$ cat src/rtl/status_reg_6502_if.sv
// Bus between the decoder/ALU side and the 6502 status register block.
// The master drives decode controls, ALU flags and interrupt pins; the slave
// (status_reg_6502) returns the P views, ALU feedback flags and interrupt requests.
interface status_reg_6502_if;
  logic       RDY;
  logic       CO;
  logic       V;
  logic       Z;
  logic       N;
  logic       upd_c;
  logic       upd_nz;
  logic       upd_v;
  logic       bit_op;
  logic       plp;
  logic [1:0] flag_op;
  logic [1:0] flag_sel;
  logic [7:0] DI;
  logic       sync;
  logic [1:0] int_ack;
  logic       irq_n;
  logic       nmi_n;
  logic [7:0] P;
  logic [7:0] P_push;
  logic       D;
  logic       C_out;
  logic       irq_req;
  logic       nmi_req;

  modport master (
    output RDY, CO, V, Z, N, upd_c, upd_nz, upd_v, bit_op, plp,
           flag_op, flag_sel, DI, sync, int_ack, irq_n, nmi_n,
    input  P, P_push, D, C_out, irq_req, nmi_req
  );

  modport slave (
    input  RDY, CO, V, Z, N, upd_c, upd_nz, upd_v, bit_op, plp,
           flag_op, flag_sel, DI, sync, int_ack, irq_n, nmi_n,
    output P, P_push, D, C_out, irq_req, nmi_req
  );
endinterface

$ cat src/rtl/status_reg_6502.sv
// 6502 processor status register with IRQ masking and NMI edge capture.
// Optional build macro CMOS_DCLR_EN: interrupt entry (any int_ack) also clears D
// as on the 65C02; without it D is left alone as on the NMOS part.
module status_reg_6502 #(
  parameter bit          I_RESET  = 1'b1,
  parameter int unsigned NMI_SYNC = 2
) (
  input logic            clk,
  input logic            rst_n,
  status_reg_6502_if.slave bus
);

  typedef enum logic [1:0] {
    FOP_NONE = 2'b00,
    FOP_CLR  = 2'b01,
    FOP_SET  = 2'b10,
    FOP_RSV  = 2'b11
  } flag_op_e;

  typedef enum logic [1:0] {
    SEL_C = 2'b00,
    SEL_I = 2'b01,
    SEL_D = 2'b10,
    SEL_V = 2'b11
  } flag_sel_e;

  typedef enum logic [1:0] {
    ACK_NONE = 2'b00,
    ACK_IRQ  = 2'b01,
    ACK_NMI  = 2'b10,
    ACK_BRK  = 2'b11
  } int_ack_e;

  flag_op_e  fop;
  flag_sel_e fsel;
  int_ack_e  ack;

  logic flag_c, flag_z, flag_i, flag_d, flag_v, flag_n, i_mask;
  logic c_nx, z_nx, i_nx, d_nx, v_nx, n_nx, i_mask_nx;

  logic [NMI_SYNC-1:0] nmi_sync, irq_sync;
  logic [NMI_SYNC:0]   nmi_ext, irq_ext;
  logic nmi_prev, nmi_pend, irq_req_q;
  logic nmi_s, irq_s, nmi_edge, nmi_pend_nx;

  logic fop_wr_c, fop_wr_i, fop_wr_d, fop_wr_v, fop_val;
  logic ack_any;

  assign fop  = flag_op_e'(bus.flag_op);
  assign fsel = flag_sel_e'(bus.flag_sel);
  assign ack  = int_ack_e'(bus.int_ack);

  assign ack_any = (ack != ACK_NONE);
  assign fop_val = (fop == FOP_SET);

  assign nmi_ext  = {nmi_sync, bus.nmi_n};
  assign irq_ext  = {irq_sync, bus.irq_n};
  assign nmi_s    = nmi_sync[NMI_SYNC-1];
  assign irq_s    = irq_sync[NMI_SYNC-1];
  assign nmi_edge = nmi_prev & ~nmi_s;

  // Decode which flag the SEx/CLx operation targets; V accepts clear only.
  always_comb begin
    fop_wr_c = 1'b0;
    fop_wr_i = 1'b0;
    fop_wr_d = 1'b0;
    fop_wr_v = 1'b0;
    if (fop == FOP_CLR || fop == FOP_SET) begin
      case (fsel)
        SEL_C:   fop_wr_c = 1'b1;
        SEL_I:   fop_wr_i = 1'b1;
        SEL_D:   fop_wr_d = 1'b1;
        SEL_V:   fop_wr_v = (fop == FOP_CLR);
        default: ;
      endcase
    end
  end

  // Per-bit next-state: plp > int_ack > flag_op > bit_op > upd_*, all gated by RDY.
  always_comb begin
    c_nx      = flag_c;
    z_nx      = flag_z;
    i_nx      = flag_i;
    d_nx      = flag_d;
    v_nx      = flag_v;
    n_nx      = flag_n;
    i_mask_nx = i_mask;
    if (bus.RDY) begin
      if (bus.plp)         c_nx = bus.DI[0];
      else if (fop_wr_c)   c_nx = fop_val;
      else if (bus.upd_c)  c_nx = bus.CO;

      if (bus.plp)         z_nx = bus.DI[1];
      else if (bus.bit_op) z_nx = bus.Z;
      else if (bus.upd_nz) z_nx = bus.Z;

      if (bus.plp)         i_nx = bus.DI[2];
      else if (ack_any)    i_nx = 1'b1;
      else if (fop_wr_i)   i_nx = fop_val;

      if (bus.plp)         d_nx = bus.DI[3];
`ifdef CMOS_DCLR_EN
      else if (ack_any)    d_nx = 1'b0;
`endif
      else if (fop_wr_d)   d_nx = fop_val;

      if (bus.plp)         v_nx = bus.DI[6];
      else if (fop_wr_v)   v_nx = 1'b0;
      else if (bus.bit_op) v_nx = bus.DI[6];
      else if (bus.upd_v)  v_nx = bus.V;

      if (bus.plp)         n_nx = bus.DI[7];
      else if (bus.bit_op) n_nx = bus.DI[7];
      else if (bus.upd_nz) n_nx = bus.N;

      // Mask samples the pre-update I, so CLI/SEI/PLP reach IRQ one instruction late.
      if (ack_any)         i_mask_nx = 1'b1;
      else if (bus.sync)   i_mask_nx = flag_i;
    end
  end

  // NMI pending: a fresh synchronised edge beats a simultaneous acknowledge.
  always_comb begin
    nmi_pend_nx = nmi_pend | nmi_edge;
    if (bus.RDY && ack == ACK_NMI) nmi_pend_nx = nmi_edge;
  end

  // Flag, mask and interrupt state registers.
  always_ff @(posedge clk) begin
    if (!rst_n) begin
      flag_c    <= 1'b0;
      flag_z    <= 1'b0;
      flag_i    <= I_RESET;
      flag_d    <= 1'b0;
      flag_v    <= 1'b0;
      flag_n    <= 1'b0;
      i_mask    <= I_RESET;
      nmi_sync  <= '1;
      irq_sync  <= '1;
      nmi_prev  <= 1'b1;
      nmi_pend  <= 1'b0;
      irq_req_q <= 1'b0;
    end else begin
      flag_c    <= c_nx;
      flag_z    <= z_nx;
      flag_i    <= i_nx;
      flag_d    <= d_nx;
      flag_v    <= v_nx;
      flag_n    <= n_nx;
      i_mask    <= i_mask_nx;
      nmi_sync  <= nmi_ext[NMI_SYNC-1:0];
      irq_sync  <= irq_ext[NMI_SYNC-1:0];
      nmi_prev  <= nmi_s;
      nmi_pend  <= nmi_pend_nx;
      irq_req_q <= ~irq_s & ~i_mask;
    end
  end

  assign bus.P       = {flag_n, flag_v, 2'b11, flag_d, flag_i, flag_z, flag_c};
  assign bus.P_push  = {flag_n, flag_v, 1'b1, (ack == ACK_NONE || ack == ACK_BRK),
                        flag_d, flag_i, flag_z, flag_c};
  assign bus.D       = flag_d;
  assign bus.C_out   = flag_c;
  assign bus.irq_req = irq_req_q;
  assign bus.nmi_req = nmi_pend;

endmodule

$ cat src/flat_wrapper.sv
// flat-port wrapper written by rule: the top's interface ports become plain ports
module status_reg_6502_flat 
#(
  parameter bit          I_RESET  = 1'b1,
  parameter int unsigned NMI_SYNC = 2
)
  (clk, rst_n, bus_RDY, bus_CO, bus_V, bus_Z, bus_N, bus_upd_c, bus_upd_nz, bus_upd_v, bus_bit_op, bus_plp, bus_flag_op, bus_flag_sel, bus_DI, bus_sync, bus_int_ack, bus_irq_n, bus_nmi_n, bus_P, bus_P_push, bus_D, bus_C_out, bus_irq_req, bus_nmi_req);
  status_reg_6502_if bus_i ();
  input logic clk;
  input logic rst_n;
  input wire logic [$bits(bus_i.RDY)-1:0] bus_RDY;
  input wire logic [$bits(bus_i.CO)-1:0] bus_CO;
  input wire logic [$bits(bus_i.V)-1:0] bus_V;
  input wire logic [$bits(bus_i.Z)-1:0] bus_Z;
  input wire logic [$bits(bus_i.N)-1:0] bus_N;
  input wire logic [$bits(bus_i.upd_c)-1:0] bus_upd_c;
  input wire logic [$bits(bus_i.upd_nz)-1:0] bus_upd_nz;
  input wire logic [$bits(bus_i.upd_v)-1:0] bus_upd_v;
  input wire logic [$bits(bus_i.bit_op)-1:0] bus_bit_op;
  input wire logic [$bits(bus_i.plp)-1:0] bus_plp;
  input wire logic [$bits(bus_i.flag_op)-1:0] bus_flag_op;
  input wire logic [$bits(bus_i.flag_sel)-1:0] bus_flag_sel;
  input wire logic [$bits(bus_i.DI)-1:0] bus_DI;
  input wire logic [$bits(bus_i.sync)-1:0] bus_sync;
  input wire logic [$bits(bus_i.int_ack)-1:0] bus_int_ack;
  input wire logic [$bits(bus_i.irq_n)-1:0] bus_irq_n;
  input wire logic [$bits(bus_i.nmi_n)-1:0] bus_nmi_n;
  output wire logic [$bits(bus_i.P)-1:0] bus_P;
  output wire logic [$bits(bus_i.P_push)-1:0] bus_P_push;
  output wire logic [$bits(bus_i.D)-1:0] bus_D;
  output wire logic [$bits(bus_i.C_out)-1:0] bus_C_out;
  output wire logic [$bits(bus_i.irq_req)-1:0] bus_irq_req;
  output wire logic [$bits(bus_i.nmi_req)-1:0] bus_nmi_req;
  assign bus_i.RDY = bus_RDY;
  assign bus_i.CO = bus_CO;
  assign bus_i.V = bus_V;
  assign bus_i.Z = bus_Z;
  assign bus_i.N = bus_N;
  assign bus_i.upd_c = bus_upd_c;
  assign bus_i.upd_nz = bus_upd_nz;
  assign bus_i.upd_v = bus_upd_v;
  assign bus_i.bit_op = bus_bit_op;
  assign bus_i.plp = bus_plp;
  assign bus_i.flag_op = bus_flag_op;
  assign bus_i.flag_sel = bus_flag_sel;
  assign bus_i.DI = bus_DI;
  assign bus_i.sync = bus_sync;
  assign bus_i.int_ack = bus_int_ack;
  assign bus_i.irq_n = bus_irq_n;
  assign bus_i.nmi_n = bus_nmi_n;
  assign bus_P = bus_i.P;
  assign bus_P_push = bus_i.P_push;
  assign bus_D = bus_i.D;
  assign bus_C_out = bus_i.C_out;
  assign bus_irq_req = bus_i.irq_req;
  assign bus_nmi_req = bus_i.nmi_req;
  status_reg_6502 #(.I_RESET(I_RESET), .NMI_SYNC(NMI_SYNC)) u_core (.clk(clk), .rst_n(rst_n), .bus(bus_i));
endmodule
$ cat config.mk
export PLATFORM = sky130hd
export DESIGN_NAME = status_reg_6502_flat
export DESIGN_NICKNAME = d
export VERILOG_FILES = /design/src/rtl/status_reg_6502_if.sv /design/src/rtl/status_reg_6502.sv /design/src/flat_wrapper.sv
export SDC_FILE = /design/constraint.sdc
export NUM_CORES = 1
export LEC_CHECK = 0
export BUFFER_PORTS_ARGS = -buffer_cell sky130_fd_sc_hd__buf_4
export CAP_MARGIN = 20
export CORE_AREA = 5 5 66 56
export DETAILED_ROUTE_END_ITERATION = 8
export DIE_AREA = 0 0 71 61
export SYNTH_ARGS = -nofsm -noshare
export SYNTH_HDL_FRONTEND = slang
export SYNTH_SLANG_ARGS = --single-unit
$ cat constraint.sdc
create_clock -name clk -period 1.7 [get_ports clk]
set_clock_uncertainty 0.15 [all_clocks]
set_input_delay 0.34 -clock clk [delete_from_list [all_inputs] [get_ports clk]]
set_output_delay 0.34 -clock clk [all_outputs]
set_load 0.005 [all_outputs]
Word level (Yosys, flattened, before mapping)
Cells that the tools add are included.
Widths: inputs -> output; s select.
{"block": "classes", "eq_ne": 7, "n_mux": 29, "bitwise": 6, "n_reduce_logical": 18}
{"cell": "$mux 1", "count": 29}
{"cell": "$reduce_and 2->1", "count": 6}
{"cell": "$eq 2x2->1 const B", "count": 5}
{"cell": "$reduce_bool 3->1", "count": 3}
{"cell": "$reduce_bool 2->1", "count": 3}
{"cell": "$eq 2x1->1 const B", "count": 2}
{"cell": "$logic_not 2->1", "count": 2}
{"cell": "$reduce_bool 4->1", "count": 1}
{"cell": "$not 1->1", "count": 3}
{"cell": "$and 1x1->1", "count": 2}
{"cell": "$logic_or 1x1->1", "count": 2}
{"cell": "$logic_and 1x1->1", "count": 1}
{"cell": "$or 1x1->1", "count": 1}
{"block": "word_totals", "reg_bits": 14, "input_bits": 29, "word_cells": 72}

Depth between registers and ports, before layout
Gate-level depths: netlist of the first run.
{"block": "depth", "word_depth": 6, "depth_mapped": 5, "ltp_nobuf": 5}

Least setup slack after synthesis of the first run
OpenSTA, ideal clock, no wires.
{"block": "synth_timing", "path_type": "in2reg", "start": "input port bus_flag_op[0]", "end": "register u_core.flag_c, in the netlist u_core.bus.C_out", "t_arrival_ns": 1.251, "path_slack_ns": 0.173, "stages": 5, "path_buffers": 0, "path_cell_list": "inv_1 ha_1 o31a_1 a211oi_1 o22ai_1"}
{"block": "synth_via", "elab_chain_cells": 5, "elab_cells_between_ends": 8, "classes_between": "eq/ne: 2; mux: 3; reduce/logical: 3"}
{"element": "start: declaration", "line": "flat_wrapper.sv:21", "source": "input wire logic [$bits(bus_i.flag_op)-1:0] bus_flag_op;"}
{"element": "$eq 2x1->1 or $eq 2x2->1 (tied branches)", "line": "status_reg_6502.sv:68, status_reg_6502.sv:54"}
{"element": "$logic_or 1x1->1", "line": "status_reg_6502.sv:68", "source": "if (fop == FOP_CLR || fop == FOP_SET) begin"}
{"element": "$mux 1", "line": "status_reg_6502.sv:68"}
{"element": "$reduce_bool 3->1 (no source line) or $mux 1 (tied branches)"}
{"element": "$reduce_and 2->1 (no source line) or $mux 1 (tied branches)"}
{"element": "end signal: assignment", "line": "status_reg_6502.sv:144", "source": "flag_c <= c_nx;"}
{"element": "end: declaration", "line": "status_reg_6502.sv:38", "source": "logic flag_c, flag_z, flag_i, flag_d, flag_v, flag_n, i_mask;"}
Parallel ways exist; a longest one is shown, timed or not.
A chain may end at the register's enable or synchronous reset.

Worst setup path after layout of the first run
Same ends and word-level chain as after synthesis.

==> metrics.txt, run 1 <==
Placer Congestion=roughly 0.73; Starting Density=0.283; sw frac=0.230; Post-Syn Instances=100; Pwr Density=747 mW/mm²; vias in the first global route=around 700; CP cell instances=buf_4 > inv_1 > ha_1 > o31a_1 > a211oi_1 > o22ai_1; Avg Cell Area, Syn=approximately 8.4 µm²; hold crit path type=in2reg; slowest CP cell=ha_1; Num CTS Buffers=3; post-synthesis xor/xnor area fraction=0; synth unique cells=33; TritonCTS clock tree=done; met3 Usage GRT=0.0513; CP startpoint kind=input port; Clk pwr share=0.371; Setup-failing EPs final=0; die height=about 60 µm; clock tree buffer depth=2; mux contribution to synthesized area=0.0372; via/cell ratio=4.44; Overflow after GRT=0; crit-path max cell delay=330 ps; largest area contributor in the netlist=dfxtp_1; synthesis-stage register bit count=14; via count=between 700 and 800; clk slew on worst S/H paths=about 50 ps; P&R area growth vs syn=35.9%; root buffer cell=clkbuf_8; CP Max Fanout=5; placed instance area=~0.0011 mm²; largest family of logic cells by synthesized area=buffers and inverters; Cell Rows=18; DP HPWL=~1600 µm; RSZ-0062 raised after global routing=no; register area share after synthesis=0.333; layout cells sized above 1=0.389; Flop pwr share=0.419; critical path arrival=between 1000 and 1500 ps; hold buffers post-CTS=0; Final Net Count=approximately 170; DRT Pass-1 Iters=5; H-Tree Depth=1; Die W=~70 µm; status=finished clean; buffers plus inverters on the worst setup path=2; fin crit share=0.848; Max Cap Viol=0; Worst Path Required=~1700 ps; max-slew violation count=0; synthesized area=approximately 840 µm²; met1 Use GR=0.117; full die area=about 0.0043 mm²; final core utilization=0.384; top cell type's share of synthesized area=0.333; io pins=between 40 and 50; internal power=approximately 0.00066 W; postcts setup bufs=0; Max Fclk=slightly below 0.7 GHz; initial drt markers=27; Worst setup EP type=flop; fin crit period=1440 ps; Total GRT Usage=0.0938; critical path class=in2reg; Syn. warnings=0; Antenna Nets Post-Route=0; clock sinks=14; wire length per cell=11.7 µm; post-synthesis adder-cell area fraction=0.0595; final std cell area, no fill=roughly 0.0011 mm²; Synth Area in Compound Gates=0.171; Clk Latency, worst-skew pair=approximately 240 ps; initial antenna violation count=0; R2R setup slack=~630 ps; Synth area leaders=dfxtp_1 33%, buf_4 13%, ha_1 6.0%; post-CTS sizing=0; number of antenna repair diodes=0; worst vdd ir=about 0.00022 V; Comb power frac=0.210; Routed WL=2000 µm; Synth Area in Simple Gates=0.195; Top delay family on crit path=compound AO/OA/AOI/OAI gates; global-route wire length before repair=between 3000 and 4000 µm; GRT met2 Usage=0.133; Leakage=approximately 0.55 nW; biggest regs=u_core.irq_sync: 2 flops, u_core.nmi_sync: 2 flops; Core Box Area=between 0.002 and 0.003 mm²; pin count of the biggest net entering global routing=14; DRC viols=0; PortBufs=43; final hold vios=0; switching power of the nets=a little under 0.0002 W; GRT busiest layer=met2
power by group through the flow:
stage / sequential, W / combinational (W) / clock (W)
final: 0.000358 / 0.000179 / 0.000316
after global routing: 0.000361 / 0.000197 / 0.000347
after CTS: 0.000358 / 0.000181 / 0.000329
after detailed placement: 0.000365 / 0.000180 / 0
after global placement: 0.000364 / 0.000177 / 0
after floorplan: 0.000362 / 0.000111 / 0
synth_stat cells, drive strengths merged:
cell	count
or2	1
ha	4
nor2b	1
mux2i	2
mux2	1
a21oi	3
nand2b	8
dfxtp	14
o21a	1
conb	1
nor2	5
a311oi	1
nand4b	1
nor3b	1
buf	18
a31o	1
a211o	1
o2111ai	1
a211oi	2
o22ai	2
or2b	1
nand3	1
inv	9
o211ai	1
o21ai	4
and4bb	1
o31a	2
nand2	7
a31oi	2
nor3	3
layout make-up:
class / instances / area [µm²]
Sequential cell: 14 / 280
Inverter: 9 / 33.8
Multi-Input combinational cell: 61 / 400
Tap cell: 40 / 50.0
Clock buffer: 4 / 55.1
Timing Repair Buffer: 43 / 323
Fill cell: 313 / 1830
cells by family after synthesis:
logic type,count (synthesis)
AO/OA/AOI/OAI,21
AND/OR/NAND/NOR,30
adder cells (fa/ha/maj),4
multiplexers,3
flip-flops,14
buffers and inverters,27
other,1
final timing paths:
path | start | end | depth (start not counted)
setup / recovery | bus_flag_op[0] | u_core.bus.C_out$_SDFFE_PN0P_ | 6
hold reg to reg | u_core.irq_sync[1]$_SDFF_PN1_ | u_core.bus.irq_req$_SDFF_PN0_ | 1
hold / removal | bus_nmi_n | u_core.nmi_sync[0]$_SDFF_PN1_ | 2
setup reg to reg | u_core.flag_v$_SDFFE_PN0P_ | u_core.flag_v$_SDFFE_PN0P_ | 3
per-layer routing:
metal | wire length [µm] | share of wire
met2 | 857 | 0.43
met4 | 13 | 0.0065
met3 | 268 | 0.13
met5 | 0 | 0
met1 | 859 | 0.43
placed cells by master, fill, tap and decap left out, types with 2 or more instances in the layout:
master / count
o21ai_0: 4
conb_1: 3
buf_4: 43
inv_1: 9
nand2b_1: 8
a31oi_1: 2
mux2i_1: 2
a21oi_1: 3
a211oi_1: 2
o22ai_1: 2
clkbuf_8: 4
dfxtp_1: 14
nand2_1: 7
nor2_1: 5
ha_1: 4
nor3_1: 3
per-stage QoR:
step | power (W) | setup TNS [ps] | hold slack (ps) | instances | worst slack [ps]
finish | 0.000854 | 0 | 125 | 171 | 259
global route | 0.000905 | 0 | 121 | 171 | 172
CTS | 0.000868 | 0 | 120 | 171 | 257
detailed placement | 0.000545 | -5.51 | 238 | 167 | -5.51
global placement | 0.000541 | 0 | 238 | 167 | 16.3
floorplan | 0.000473 | 0 | 223 | 102 | 173
Power figures use the tool's default switching activity.
==> run 2: changes to the inputs <==
==> constraint.sdc (replaced) <==
create_clock -name clk -period 1.5 [get_ports clk]
set_clock_uncertainty 0.15 [all_clocks]
set_input_delay 0.3 -clock clk [delete_from_list [all_inputs] [get_ports clk]]
set_output_delay 0.3 -clock clk [all_outputs]
set_load 0.005 [all_outputs]
==> metrics.txt, run 2 (same netlist as run 1, synthesis figures left out) <==
status=finished clean; Worst Path Required=about 1500 ps; Routed WL=1930 µm; fin crit share=0.928; wire length per cell=approximately 11 µm; CP startpoint kind=input port; Die W=71 µm; HP Start=bus_nmi_n; DRT Pass-1 Iters=4; hold crit path type=in2reg; Max Fclk=0.718 GHz; initial antenna violation count=0; Num CTS Buffers=3; Core Box Area=0.00297 mm²; via count=approximately 760; final core utilization=0.387; Top delay family on crit path=compound AO/OA/AOI/OAI gates; full die area=around 0.0043 mm²; most common cell after layout, fill and taps aside=buf_4; Antenna Nets Post-Route=0; H-Tree Depth=1; pre-CTS setup slack=-155 ps; Placer Congestion=~0.73; slowest CP cell=ha_1; Placed Cells incl. Taps=168; RSZ-0062 raised after global routing=no; fin crit period=around 1400 ps; Leakage=approximately 0.56 nW; crit-path max cell delay=340 ps; hold buffers post-CTS=0; Total GRT Usage=0.0899; Critical R2R Launch=u_core.flag_v$_SDFFE_PN0P_; commonest cells after routing, fill and taps aside=44 x buf_4, 14 x dfxtp_1, 9 x inv_1, 8 x nand2b_1, 7 x nand2_1; P&R area growth vs syn=36.8%; postcts setup bufs=0; initial drt markers=26; worst vdd ir=roughly 0.00034 V; max-slew violation count=0; vias in the first global route=689; Clk Latency, worst-skew pair=roughly 240 ps; final hold vios=0; Starting Density=0.283; Cell Rows=18; PortBufs=43; Final Net Count=between 150 and 200; Finished Layout Cells=172; CP Max Fanout=5; die height=61 µm; root buffer cell=clkbuf_8; via/cell ratio=between 4 and 5; Setup-failing EPs final=0; origin of the worst setup path=bus_flag_op[0]; fin worst setup slack=108 ps; DRC viols=0; number of antenna repair diodes=0; buffers plus inverters on the worst setup path=2; DP HPWL=~1600 µm; clk slew on worst S/H paths=~60 ps; global-route wire length before repair=around 3000 µm; Worst setup EP type=flop; post-CTS sizing=0; Power, Total=0.000969 W; pin count of the biggest net entering global routing=14; Setup TNS=0 ps; Overflow after GRT=0; Pwr Density=between 800 and 900 mW/mm²; CP cell instances=buf_4 > inv_1 > ha_1 > o31a_1 > a211oi_1 > o22ai_1; clock tree buffer depth=2; clock sinks=14; critical path arrival=1370 ps; TritonCTS clock tree=done; Max Cap Viol=0; layout cells sized above 1=0.394; io pins=between 40 and 50; biggest regs=u_core.irq_sync: 2 flops, u_core.nmi_sync: 2 flops; critical path class=in2reg
## run 2: changes by cell type in the layout (fill, tap and decap cells not counted)
cell | previous run | this run
buf_4 | 43 | 44
## run 2: where the power goes
group	total [W]	switching (W)	internal [W]
clock network	0.000359	0.000127	0.000232
registers	0.000406	0.0000138	0.000392
logic	0.000204	0.0000809	0.000123
total	0.000969	0.000222	0.000747
## run 2: area by class of cell
class	instances	area, µm²
sequential	14	280
fill	326	1820
inverter	9	33.8
multi-input combinational	61	400
timing repair buffer	44	330
clock buffer	4	55.1
tap	40	50.0
## run 2: metrics by stage
| stage | cell area [µm²] | hold slack (ps) |
|---|---|---|
| 2_1_floorplan | 848 | 223 |
| 3_3_place_gp | 1090 | 239 |
| 3_5_place_dp | 1090 | 238 |
| 4_1_cts | 1150 | 84.8 |
| 5_1_grt | 1150 | 86.7 |
| 6_report | 1150 | 87.9 |
## run 2: worst register-to-register path: stages, from the launching register on
cell	delay, ps
dfxtp_1	390
nor2_1	80
a31o_2	240
a31oi_1	140
## run 2: metal layers
| layer | track usage | up-vias | part of all wire |
|---|---|---|---|
| li1 | - | 386 | - |
| met1 | 0.115 | 338 | 0.45 |
| met2 | 0.135 | 37 | 0.43 |
| met3 | 0.0480 | 0 | 0.12 |
| met4 | 0.0214 | 0 | 0 |
| met5 | 0 | - | 0 |
## run 2: path summary, 6_finish.rpt
check                           depth (start not counted)                       endpoint  slack (ps)
worst max-delay path                                    6  u_core.bus.C_out$_SDFFE_PN0P_         110
worst min-delay path                                    2  u_core.nmi_sync[0]$_SDFF_PN1_          90
worst max register to register                          3     u_core.flag_v$_SDFFE_PN0P_         430
worst min register to register                          1  u_core.bus.irq_req$_SDFF_PN0_         240
